File: src/rtl/gf180mcu_osu_sc_gp12t3v3__clkdiv_pkg.sv
// Shared types and default sizing for the multi-channel clock divider.
package gf180mcu_osu_sc_gp12t3v3__clkdiv_pkg;

  localparam int unsigned DefaultNch  = 4;
  localparam int unsigned DefaultDivW = 8;

  typedef enum logic [1:0] {
    StIdle = 2'd0,
    StHi   = 2'd1,
    StLo   = 2'd2
  } chan_state_e;

endpackage

File: src/rtl/gf180mcu_osu_sc_gp12t3v3__clkdiv_chan.sv
// One divider channel: HI/LO phase FSM, half-period counter, latched ratio and
// load handshake. Ratio loads are taken only in IDLE or on the LO terminal edge.
module gf180mcu_osu_sc_gp12t3v3__clkdiv_chan
  import gf180mcu_osu_sc_gp12t3v3__clkdiv_pkg::*;
#(
  parameter int unsigned DIV_W = DefaultDivW
) (
  input  logic             clk,
  input  logic             rst_n,
  input  logic             en,
  input  logic [DIV_W-1:0] div,
  input  logic             ld_req,
  input  logic             sync,
  output logic             ld_ack,
  output logic             y,
  output logic             stb,
  output logic             active
);

  chan_state_e      state_q, state_d;
  logic [DIV_W-1:0] cnt_q, cnt_d;
  logic [DIV_W-1:0] div_q, div_d;
  logic             y_q, y_d;
  logic             stb_q, stb_d;
  logic             ack_q, ack_d;
  logic             terminal;
  logic             boundary;
  logic             load;

  always_comb begin
    terminal = (cnt_q == div_q);
    boundary = (state_q == StIdle) || ((state_q == StLo) && terminal);
    load     = ld_req && !ack_q && boundary;

    state_d = state_q;
    cnt_d   = cnt_q;
    y_d     = y_q;
    stb_d   = 1'b0;
    ack_d   = load;
    div_d   = load ? div : div_q;

    // Phase alignment overrides the normal transition; the terminal compare
    // above still uses the old ratio so loads stay boundary-aligned.
    if (sync && (state_q != StIdle)) begin
      state_d = StHi;
      y_d     = 1'b1;
      stb_d   = 1'b1;
      cnt_d   = '0;
    end else begin
      unique case (state_q)
        StIdle: begin
          if (en) begin
            state_d = StHi;
            y_d     = 1'b1;
            stb_d   = 1'b1;
            cnt_d   = '0;
          end
        end
        StHi: begin
          if (terminal) begin
            state_d = StLo;
            y_d     = 1'b0;
            cnt_d   = '0;
          end else begin
            cnt_d = cnt_q + DIV_W'(1);
          end
        end
        StLo: begin
          if (terminal) begin
            cnt_d = '0;
            if (en) begin
              state_d = StHi;
              y_d     = 1'b1;
              stb_d   = 1'b1;
            end else begin
              state_d = StIdle;
              y_d     = 1'b0;
            end
          end else begin
            cnt_d = cnt_q + DIV_W'(1);
          end
        end
        default: begin
          state_d = StIdle;
          y_d     = 1'b0;
          cnt_d   = '0;
        end
      endcase
    end
  end

  always_ff @(posedge clk or negedge rst_n) begin
    if (!rst_n) begin
      state_q <= StIdle;
      cnt_q   <= '0;
      div_q   <= '0;
      y_q     <= 1'b0;
      stb_q   <= 1'b0;
      ack_q   <= 1'b0;
    end else begin
      state_q <= state_d;
      cnt_q   <= cnt_d;
      div_q   <= div_d;
      y_q     <= y_d;
      stb_q   <= stb_d;
      ack_q   <= ack_d;
    end
  end

  assign y      = y_q;
  assign stb    = stb_q;
  assign ld_ack = ack_q;
  assign active = (state_q != StIdle);

endmodule

File: src/rtl/gf180mcu_osu_sc_gp12t3v3__clkdiv_n.sv
// NCH-channel glitch-free programmable clock divider. Define CLKDIV_SYNC_EN to
// add the SYNC input that phase-aligns all running channels.
module gf180mcu_osu_sc_gp12t3v3__clkdiv_n
  import gf180mcu_osu_sc_gp12t3v3__clkdiv_pkg::*;
#(
  parameter int unsigned NCH   = DefaultNch,
  parameter int unsigned DIV_W = DefaultDivW
) (
  input  logic                 CLK,
  input  logic                 RN,
  input  logic [NCH-1:0]       EN,
  input  logic [NCH*DIV_W-1:0] DIV,
  input  logic [NCH-1:0]       LD_REQ,
`ifdef CLKDIV_SYNC_EN
  input  logic                 SYNC,
`endif
  output logic [NCH-1:0]       LD_ACK,
  output logic [NCH-1:0]       Y,
  output logic [NCH-1:0]       STB,
  output logic [NCH-1:0]       ACTIVE
);

  logic sync;

`ifdef CLKDIV_SYNC_EN
  assign sync = SYNC;
`else
  assign sync = 1'b0;
`endif

  for (genvar i = 0; i < NCH; i++) begin : g_chan
    gf180mcu_osu_sc_gp12t3v3__clkdiv_chan #(
      .DIV_W(DIV_W)
    ) u_chan (
      .clk    (CLK),
      .rst_n  (RN),
      .en     (EN[i]),
      .div    (DIV[i*DIV_W +: DIV_W]),
      .ld_req (LD_REQ[i]),
      .sync   (sync),
      .ld_ack (LD_ACK[i]),
      .y      (Y[i]),
      .stb    (STB[i]),
      .active (ACTIVE[i])
    );
  end

endmodule

File: config.mk
export PLATFORM = sky130hd
export DESIGN_NAME = gf180mcu_osu_sc_gp12t3v3__clkdiv_n
export DESIGN_NICKNAME = d
export VERILOG_FILES = /design/src/rtl/gf180mcu_osu_sc_gp12t3v3__clkdiv_pkg.sv /design/src/rtl/gf180mcu_osu_sc_gp12t3v3__clkdiv_chan.sv /design/src/rtl/gf180mcu_osu_sc_gp12t3v3__clkdiv_n.sv
export SDC_FILE = /design/constraint.sdc
export NUM_CORES = 1
export LEC_CHECK = 0
export ABC_CLOCK_PERIOD_IN_PS = 1600
export CORE_ASPECT_RATIO = 0.8
export CORE_MARGIN = 2
export CORE_UTILIZATION = 51
export CTS_CLUSTER_SIZE = 28
export DETAILED_ROUTE_END_ITERATION = 10
export PLACE_DENSITY_LB_ADDON = 0.15
export SYNTH_ARGS = -nofsm -noshare
export SYNTH_HDL_FRONTEND = slang
export SYNTH_SLANG_ARGS = --single-unit
File: constraint.sdc
create_clock -name CLK -period 1.6 [get_ports CLK]
set_input_delay 0.24 -clock CLK [delete_from_list [all_inputs] [get_ports CLK]]
set_output_delay 0.24 -clock CLK [all_outputs]
set_load 0.05 [all_outputs]
==> qor.csv, run 1 <==
metric,value,unit
class of the worst hold path,in2async,
largest family of logic cells by synthesized area,simple AND/OR/NAND/NOR gates,
failing checks,setup timing,
critical path arrival,2010,ps
"Largest stage delay, worst path",440,ps
# clock sinks,84,
Post-Syn Nets,486,
NetSw,4.861,mW
WL/cell,15.17,um
GR Overflow Total,0,
R2R depth,6,
Sequential Power Share,25.7,%
placed instance area,6231,um^2
ANT nets after route,0,
TritonCTS clock tree,done,
Inserted Diodes,0,
placed wire-length estimate,7138,um
CP cell instances,xnor2_2 > nand4_2 > o21ai_2 > and4bb_2 > buf_12 > mux2_4,
Synth top area share,45.26,%
DIE AREA,9891,um^2
final slew viol count,0,
PortBufs,57,
Hold Fails Final Rpt,0,
max cap viols,0,
Initial Util,51.84,%
Reg2Reg Setup Slack,-190,ps
Synth Area in Adders,6.466,%
Layout Cells excl Fill,730,
maximum clock insertion buffer count,2,
Placed Cells,693,
Clock Power Share,15.5,%
R2R Path End,g_chan[0].u_chan.div_q[6],
Setup Skew,9.181,ps
GP Congestion,0.7916,
Tcrit/Tclk final,111.9,%
Die H,89.36,um
crit path from,g_chan[0].u_chan.div_q[1],
post-synthesis cell area,4644,um^2
initial antenna violation count,0,
Area Growth Syn to Fin,52.10,%
Syn Area/Cell,11.06,um^2
clock transition at the registers of the reported paths,60,ps
Post-Synth XOR/XNOR Area,7.543,%
Worst Path Required,1820,ps
Post-Syn Instances,420,
share of layout cells above drive strength 1,46.34,%
RSZ-0062 raised after global routing,true,
vias in the first global route,3779,
"CP delay by family, top",flip-flops,
P_leak,3.323,nW
first-pass GRT wire length,17100,um
FP Rows,31,
final WL,11080,um
"Seq/Total Area, Yosys",45.26,%
critical path endpoint category,register,
YS warnings,0,
final worst slack,-190.3,ps
drt first pass iters,4,
Synth area leaders,"dfrtp_1 45%, mux2_4 10%, xnor2_1 6.8%",
CTS root buf,clkbuf_16,
CP max FO,8,
Inserted Clock Buffers,9,
post-route cell area,7064,um^2
switching part of the total,35.78,%
status,finished with violations,
total power per unit cell area,1923,nW/um^2
Worst-Margin Slew,440.1,ps
DRT iter0 DRCs,230,
crit path to,g_chan[0].u_chan.div_q[6],
r2r startpoint,g_chan[0].u_chan.div_q[1],
internal power,8.725,mW
GRT Util Overall,21.49,%
endpoints failing setup,50,
Netlist cell types,34,
"FF+latch count, synth",84,
Gate power share,58.8,%
WP buf/inv,1,
critical path depth in cells,6,
largest net degree at the start of global routing,85,
core area,8960,um^2
via density per instance,5.164,
worst vdd ir,1173,uV
FMAX,558.6,MHz
Rel. slew slack,70.66,%
fin crit period,1790,ps
nature of the critical path startpoint,register,
simple-gate area share of the yosys netlist,13.34,%
Worst path slowest cell,dfrtp_1,
via count,3770,
largest area contributor in the netlist,dfrtp_1,
critical path class,reg2reg,
drt drc,0,
H-tree levels,3,
post-synthesis compound-gate area fraction,10.05,%
Die Width,110.7,um
Ports,58,
mux cell area share after synthesis,12.47,%
nets@finish,676,
"Clk Latency, worst-skew pair",340,ps
-- metal layers --
| layer | wire length, um | GRT usage [%] |
|---|---|---|
| met1 | 4819 | 27.15 |
| met2 | 5658 | 37.20 |
| met3 | 406 | 4.814 |
| met4 | 192 | 7.614 |
| met5 | 0 | 0 |
-- state kept, by name, indices dropped and copies added, names as in the netlist --
signal / count
g_chan.u_chan.cnt_q: 32
g_chan.u_chan.div_q: 32
g_chan.u_chan.state_q: 8
g_chan.u_chan.ld_ack: 4
g_chan.u_chan.stb: 4
g_chan.u_chan.y: 4
-- area by class of cell --
class                   count  area, um^2
clock buffers              15       267.8
clock inverters             1       30.03
fillers                   519        1896
inverters                  12       47.55
multi-input cells         300        2685
flip-flops and latches     84        2102
well taps                 115       143.9
repair buffers            203        1788
-- stage by stage --
step / utilization (%) / power, mW / hold slack [ps] / TNS, ps / setup slack, ps
5_1_grt: 78.84 / 14.36 / 509.2 / -9273 / -256.5
2_1_floorplan: - / 7.439 / -55.59 / -300.2 / -32.28
3_3_place_gp: 69.54 / 9.989 / 308.6 / -3060 / -105.4
4_1_cts: 74.67 / 12.72 / 492.3 / -3926 / -136.2
3_5_place_dp: 69.54 / 10.21 / 304.5 / -5827 / -206.3
6_report: 78.84 / 13.59 / 461.6 / -5021 / -190.3
-- synth_stat cells, drive strengths merged --
cell and n:
nand4 8, or2 2, o21ai 26, or3 10, nand2 36, dfrtp 84, a21o 12, nor4b 1
nand3 12, and4bb 4, o21a 4, nor2b 11, nor3 5, nor2 27, clkbuf 3, a21oi 22
ha 24, mux2 39, mux2i 2, inv 12, nand2b 4, buf 21, xor2 4, a22o 7
o211a 4, xnor2 36
-- cell usage in the layout, fill, tap and decap left out, drive strengths merged --
| cell | count |
|---|---|
| mux2 | 39 |
| o21a | 4 |
| dfrtp | 84 |
| o21ai | 26 |
| nor2b | 11 |
| nand2b | 4 |
| buf | 162 |
| nor2 | 27 |
| clkbuf | 15 |
| ha | 24 |
| nor4b | 1 |
| a21oi | 22 |
| xor2 | 4 |
| nand4 | 8 |
| nor3 | 5 |
| a21o | 12 |
| or2 | 2 |
| nand3 | 12 |
| dlygate4sd3 | 1 |
| bufinv | 1 |
| clkdlybuf4s50 | 40 |
| nand2 | 36 |
| xnor2 | 36 |
| or3 | 10 |
| mux2i | 2 |
| a22o | 7 |
| o211a | 4 |
| inv | 12 |
| and4bb | 4 |
-- timing repair --
item / 4_1_cts / 5_1_grt
buffers inserted: 5 / 17
hold buffers: 1 / 0
endpoints found under the setup margin: 66 / 71
gates resized for setup: 28 / 67
pin swaps: 13 / 27
endpoints found under the hold margin: 84 / 0
-- cell families (layout without fill, tap and decap cells) --
family,count (synthesis),count (layout)
flops,84,84
simple gates,120,120
mux,41,41
buf+inv,36,231
fa+ha+maj,24,24
compound gates,75,75
xor+xnor,40,40
-- worst min-delay path by stage --
stage          cells after the start  startpoint                          end  slack, ps
2_1_floorplan                      0          RN    g_chan[0].u_chan.cnt_q[0]        -60
3_3_place_gp                       2          RN         g_chan[3].u_chan.stb        310
3_5_place_dp                       2          RN         g_chan[3].u_chan.stb        300
4_1_cts                            3          RN         g_chan[3].u_chan.stb        490
5_1_grt                            2     DIV[16]    g_chan[2].u_chan.div_q[0]        510
6_report                           3          RN  g_chan[3].u_chan.state_q[0]        460
-- worst min-delay path: cells and delay by family --
family	cells	cell delay (ps)
buffers and inverters	3	970
-- power by group through the flow --
stage          combinational (mW)  sequential [mW]  clock, mW
5_1_grt                      8.57             3.57       2.22
3_5_place_dp                 6.77             3.44          0
6_report                     7.99             3.50       2.10
3_3_place_gp                 6.57             3.42          0
4_1_cts                      7.14             3.45       2.13
2_1_floorplan                4.09             3.35          0
Power figures use the tool's default switching activity.
==> run 2: changes to the inputs <==
--- a/config.mk
+++ b/config.mk
@@ -14,4 +14,5 @@
 export PLACE_DENSITY_LB_ADDON = 0.15
 export SYNTH_ARGS = -nofsm -noshare
 export SYNTH_HDL_FRONTEND = slang
+export SYNTH_HIERARCHICAL = 1
 export SYNTH_SLANG_ARGS = --single-unit
==> run 2 against run 1 <==
Net effect: flip-flop and latch count is the same; critical endpoint is now g_chan[3].u_chan/div_q[5]; via count rose by 22%; synthesized area rose by 7.9%; largest power group unchanged; the flow still finishes with violations (setup timing).
==> qor.csv, run 2 <==
metric,value,unit,change
Netlist cell types,46,,+35%
Inserted Clock Buffers,9,,unchanged
most frequent cells in the layout,"109 x buf_4, 81 x dfrtp_1, 41 x nand2_1",,
endpoints failing setup,55,,+10%
Die H,92.66,um,+3.7%
Inserted Diodes,0,,unchanged
"most common cell after layout, fill and taps aside",buf_4,,
RSZ-0062 raised after global routing,true,,
status,finished with violations,,
simple-gate area share of the yosys netlist,19.35,%,+6.0 points
most common cell in the netlist,dfrtp_1,,
drt drc,0,,unchanged
critical path endpoint category,register,,
largest net degree at the start of global routing,50,,-41%
Hold Fails Final Rpt,0,,unchanged
core area,9609,um^2,+7.2%
final slew viol count,0,,unchanged
DRT iter0 DRCs,241,,+4.8%
GR Overflow Total,0,,unchanged
Post-Syn Instances,498,,+19%
Setup Skew,8.474,ps,-0.7064 ps
maximum clock insertion buffer count,2,,unchanged
mux cell area share after synthesis,9.213,%,-3.3 points
placed wire-length estimate,8198,um,+15%
Ports,58,,unchanged
worst vdd ir,941.8,uV,-20%
filler instances,576,,+11%
Syn Area/Cell,10.06,um^2,-9.0%
YS warnings,6,,+6
first-pass GRT wire length,20630,um,+21%
class of the worst hold path,in2async,,
"Clk Latency, worst-skew pair",330,ps,about the same
"FF+latch count, synth",84,,unchanged
H-tree levels,3,,unchanged
CTS root buf,clkbuf_16,,
drt first pass iters,5,,+1
Synth top area share,41.95,%,-3.3 points
total power per unit cell area,1618,nW/um^2,-16%
failing checks,setup timing,,
Initial Util,52.15,%,+0.31 points
nets@finish,746,,+10%
Overall Power,12.19,mW,-10%
largest area contributor in the netlist,dfrtp_1,,
final worst slack,-388.6,ps,-198.3 ps
fin crit period,1989,ps,+198.3 ps
ANT nets after route,0,,unchanged
vias in the first global route,4450,,+18%
post-synthesis cell area,5011,um^2,+7.9%
P_leak,3.450,nW,+3.8%
main flop type after synthesis,dfrtp_1,,
"Async S/R FF share, synth",100.0,%,unchanged
Layout Cells excl Fill,804,,+10%
Synth area leaders,"dfrtp_1 42%, mux2_4 7.2%, ha_1 5.7%",,
GRT Util Overall,24.15,%,+2.7 points
Tcrit/Tclk final,124.3,%,+12 points
nature of the critical path startpoint,register,,
clock transition at the registers of the reported paths,60,ps,about the same
FMAX,502.9,MHz,-10%
critical path class,reg2reg,,
post-synthesis compound-gate area fraction,12.46,%,+2.4 points
met2 routed WL,6959,um,+23%
max cap viols,0,,unchanged
Placed Cells,737,,+6.3%
met1 WL,6082,um,+26%
via density per instance,5.708,,+11%
FP Rows,32,,+3.2%
# clock sinks,84,,unchanged
TritonCTS clock tree,done,,
Area Growth Syn to Fin,50.39,%,
initial antenna violation count,0,,unchanged
CP max FO,9,,+1
Regs by FF count,"g_chan.u_chan/cnt_q (32), g_chan.u_chan/div_q (32), g_chan.u_chan/state_q (8)",,
routed wl met3,691,um,+70%
Post-Synth XOR/XNOR Area,7.166,%,-0.38 points
critical path arrival,2200,ps,+190 ps
Die Width,114.8,um,+3.7%
PortBufs,57,,unchanged
Synth Area in Adders,5.743,%,-0.72 points
area of the multi-input gates,3246,um^2,+21%
DIE AREA,10640,um^2,+7.6%
Register Area,2106,um^2,+0.18%
Commonest cells post-synth,"84 x dfrtp_1, 47 x nand2_1, 43 x nor2_1, 30 x inv_1, 27 x xor2_1",,
largest family of logic cells by synthesized area,simple AND/OR/NAND/NOR gates,,
final core utilization,78.42,%,-0.42 points
Worst Path Required,1810,ps,about the same
top sig layer,met4,,
via count,4589,,+22%
final WL,14050,um,+27%
Post-synth EDFFs,0,,unchanged
"Seq/Total Area, Yosys",41.95,%,-3.3 points
share of layout cells above drive strength 1,38.83,%,-7.5 points
WL/cell,17.48,um,+15%
GP Congestion,0.8317,,+5.1%
-- run 2: cell types whose count changed after synthesis, sizes merged, moves of 12 or more --
cell   change
mux2      -14
nor2      +17
a21oi     -13
a21o      -12
nor3      +12
xor2      +23
and3      +14
xnor2     -22
inv       +18
-- run 2: critical path, cell delays in order, from the launching register on --
cell     delay, ps
dfrtp_1        410
xor2_1         190
nor4_2         350
a31oi_1        200
nor3b_2        220
buf_6          190
mux2_4         310
-- run 2: logic make-up (layout without fill, tap and decap cells) --
kind of cell	after synthesis	in the layout
compound gates	85	85
flops	84	84
fa+ha+maj	23	23
mux	34	34
buf+inv	43	221
simple gates	187	188
xor+xnor	41	41
other cells	1	9
-- run 2: power breakdown --
part	total (mW)	switching (mW)	internal, mW
clock network	2.02	0.819	1.20
registers	3.24	0.509	2.73
logic	6.93	3.48	3.44
total	12.2	4.81	7.38
-- run 2: timing repair --
action | in CTS | in global routing
buffers inserted | 21 | 29
cloned | 1 | 1
setup endpoints to repair | 77 | 81
pin swaps | 14 | 35
hold buffers | 1 | 0
hold endpoints to repair | 15 | 0
resized for setup | 38 | 93
-- run 2: final timing paths --
path                                           start                     endpoint  slack [ps]  cells past startpoint
hold / removal                                    RN  g_chan[2].u_chan/state_q[0]         330                      2
setup / recovery           g_chan[3].u_chan/cnt_q[6]    g_chan[3].u_chan/div_q[5]        -390                      6
hold reg to reg            g_chan[2].u_chan/div_q[5]    g_chan[2].u_chan/div_q[5]         530                      1
max in group asynchronous                         RN    g_chan[0].u_chan/cnt_q[1]         710                      3
setup reg to reg           g_chan[3].u_chan/cnt_q[6]    g_chan[3].u_chan/div_q[5]        -390                      6
min in group CLK                              DIV[9]    g_chan[1].u_chan/div_q[1]         510                      2
-- run 2: area by class of cell --
cell class | instances | share of cell area, %
Inverter | 30 | 1.644
Sequential cell | 84 | 27.94
Clock buffer | 11 | 3.088
Clock inverter | 4 | 0.6475
Multi-Input combinational cell | 380 | 43.07
Timing Repair Buffer | 176 | 21.63
Tap cell | 119 | 1.976
-- run 2: routing by layer --
metal,vias up,global-route usage (%)
met4,0,6.727
met1,2256,32.12
li1,2125,-
met3,36,5.170
met5,-,0
met2,172,39.99
-- run 2: stage by stage --
step | setup TNS (ps) | worst slack, ps | cell area (um^2) | hold slack, ps
floorplan | -5002 | -208.4 | 5082 | -55.59
global placement | -8042 | -278.5 | 6292 | 130.9
global route | -16440 | -471.0 | 7536 | 340.5
finish | -10250 | -388.6 | 7536 | 334.4
detailed placement | -10950 | -344.2 | 6292 | 133.4
CTS | -7883 | -338.2 | 6939 | 333.0
==> run 3: changes to the inputs <==
--- a/config.mk
+++ b/config.mk
@@ -8,10 +8,11 @@
 export ABC_CLOCK_PERIOD_IN_PS = 1600
 export CORE_ASPECT_RATIO = 0.8
 export CORE_MARGIN = 2
-export CORE_UTILIZATION = 51
+export CORE_UTILIZATION = 58
 export CTS_CLUSTER_SIZE = 28
 export DETAILED_ROUTE_END_ITERATION = 10
-export PLACE_DENSITY_LB_ADDON = 0.15
+export DONT_BUFFER_PORTS = 1
+export PLACE_DENSITY = 0.81
 export SYNTH_ARGS = -nofsm -noshare
 export SYNTH_HDL_FRONTEND = slang
 export SYNTH_HIERARCHICAL = 1
==> run 3 against run 2 <==
Net effect: largest power group unchanged; sequential power up 3%; utilization rose by 1.5 points; clock power down 25%; maximum frequency shrank 6.7%; cell count down 8.3%; worst hold slack got worse by 750 ps; first-iteration DRC count grew 71%; the flow finishes with violations (hold timing, setup timing).
==> qor.csv, run 3 (same netlist as run 2, synthesis figures left out) <==
metric,value,unit,change
CTS root buf,clkbuf_8,,
GP Congestion,0.8565,,+3.0%
via density per instance,5.958,,+4.4%
Reg2Reg Setup Slack,-530,ps,-140 ps
drt first pass iters,5,,unchanged
GR Overflow Total,0,,unchanged
class of the worst hold path,in2async,,
largest net degree at the start of global routing,85,,+70%
critical path class,reg2reg,,
PortBufs,0,,-100%
critical path arrival,2360,ps,+160 ps
worst vdd ir,1036,uV,+10%
DRT iter0 DRCs,413,,+71%
WHS,-420.6,ps,-755.0 ps
clock transition at the registers of the reported paths,90,ps,+30 ps
Worst Path Required,1830,ps,+20 ps
ANT nets after route,0,,unchanged
first-pass GRT wire length,19860,um,-3.7%
Regs by FF count,"g_chan.u_chan/cnt_q (32), g_chan.u_chan/div_q (32), g_chan.u_chan/state_q (8)",,
post-route cell area,6748,um^2,-10%
total power per unit cell area,1667,nW/um^2,+3.0%
CP cell instances,xor2_1 > nor4_2 > a31oi_1 > nor3b_2 > buf_4 > mux2_4,,
RSZ-0062 raised after global routing,true,,
Inserted Clock Buffers,9,,unchanged
core area,8446,um^2,-12%
Initial Util,59.33,%,+7.2 points
Fin Setup TNS,-15580,ps,-5325 ps
final WL,13910,um,-1.0%
critical path endpoint category,register,,
nets@finish,687,,-7.9%
Tcrit/Tclk final,133.2,%,+9.0 points
endpoints failing setup,65,,+18%
"most common cell after layout, fill and taps aside",buf_4,,
failing checks,"hold timing, setup timing",,
WP buf/inv,1,,unchanged
initial antenna violation count,0,,unchanged
FMAX,469.1,MHz,-6.7%
drt drc,0,,unchanged
final core utilization,79.90,%,+1.5 points
DIE AREA,9404,um^2,-12%
via count,4391,,-4.3%
TritonCTS clock tree,done,,
"Clk Latency, worst-skew pair",350,ps,+20 ps
status,finished with violations,,
P_leak,3.065,nW,-11%
maximum clock insertion buffer count,2,,unchanged
Setup Skew,13.53,ps,+5.055 ps
Ports,58,,unchanged
final worst slack,-531.9,ps,-143.3 ps
final slew viol count,0,,unchanged
share of layout cells above drive strength 1,37.76,%,-1.1 points
max cap viols,0,,unchanged
most frequent cells in the layout,"95 x buf_4, 84 x dfrtp_1, 41 x nand2_1",,
WL/cell,18.88,um,+8.0%
Die H,87.14,um,-6.0%
filler instances,473,,-18%
placed instance area,5756,um^2,-8.5%
CP max FO,4,,-5
"Largest stage delay, worst path",420,ps,about the same
# clock sinks,84,,unchanged
Inserted Diodes,0,,unchanged
placed wire-length estimate,7879,um,-3.9%
Area Growth Syn to Fin,34.66,%,
Hold Fails Final Rpt,84,,+84
Post-Place Setup Slack,-454.9,ps,-110.7 ps
Worst path slowest cell,nor4_2,,
fin crit period,2132,ps,+143.3 ps
vias in the first global route,4206,,-5.5%
nature of the critical path startpoint,register,,
GRT Util Overall,26.98,%,+2.8 points
FP Rows,30,,-6.3%
Die Width,107.9,um,-6.0%
H-tree levels,3,,unchanged
"CP delay by family, top",simple AND/OR/NAND/NOR gates,,
[run 3: final cells by class]
type / count / area [um^2] / share of cell area (%)
clock buffer: 12 / 155.1 / 2.299
clock inverter: 2 / 35.03 / 0.5192
inverter: 30 / 123.9 / 1.836
multi-input combinational: 379 / 3173 / 47.02
sequential: 84 / 2102 / 31.15
tap: 112 / 140.1 / 2.077
timing repair buffer: 118 / 1018 / 15.09
[run 3: routing by layer]
metal	vias to the layer above	share of wire [%]	global-route usage, %
li1	2013	-	-
met1	2160	42	33.85
met2	176	51	47.57
met3	42	4.6	5.310
met4	0	2.7	7.809
met5	-	0	0
[run 3: worst reg2reg max path, delay by kind of cell (launching register included)]
family / cells / cell delay, ps
multiplexers: 1 / 320
AO/OA/AOI/OAI: 1 / 210
XOR/XNOR: 1 / 210
flip-flops: 1 / 410
AND/OR/NAND/NOR: 2 / 670
buffers and inverters: 1 / 190
[run 3: power breakdown]
group | switching [mW] | internal (mW) | leakage, nW
sequential | 0.617 | 2.72 | 1.03
clock | 0.727 | 0.789 | 0.0983
combinational | 3.32 | 3.07 | 1.93
total | 4.67 | 6.58 | 3.07
[run 3: path summary, 6_finish.rpt]
check / from / cells past startpoint / to
setup reg to reg: g_chan[1].u_chan/cnt_q[4] / 6 / g_chan[1].u_chan/div_q[1]
hold / removal: RN / 0 / g_chan[1].u_chan/cnt_q[5]
hold reg to reg: g_chan[3].u_chan/div_q[4] / 1 / g_chan[3].u_chan/div_q[4]
setup / recovery: g_chan[1].u_chan/cnt_q[4] / 6 / g_chan[1].u_chan/div_q[1]
max in group asynchronous: RN / 0 / g_chan[0].u_chan/state_q[0]
min in group CLK: EN[0] / 2 / g_chan[0].u_chan/stb
[run 3: timing repair]
action | CTS | global route
gates resized for setup | 65 | 54
cloned | 0 | 1
endpoints found under the setup margin | 70 | 82
setup buffers | 21 | 25
pin swaps | 27 | 26
endpoints found under the hold margin | 84 | 84
[run 3: through the flow]
step	power, mW	cells	hold slack, ps
3_3_place_gp	7.644	683	-53.69
3_5_place_dp	7.852	683	-53.75
6_report	11.25	737	-420.6
4_1_cts	10.24	716	-437.6
2_1_floorplan	6.485	506	-55.59
5_1_grt	11.84	737	-452.5
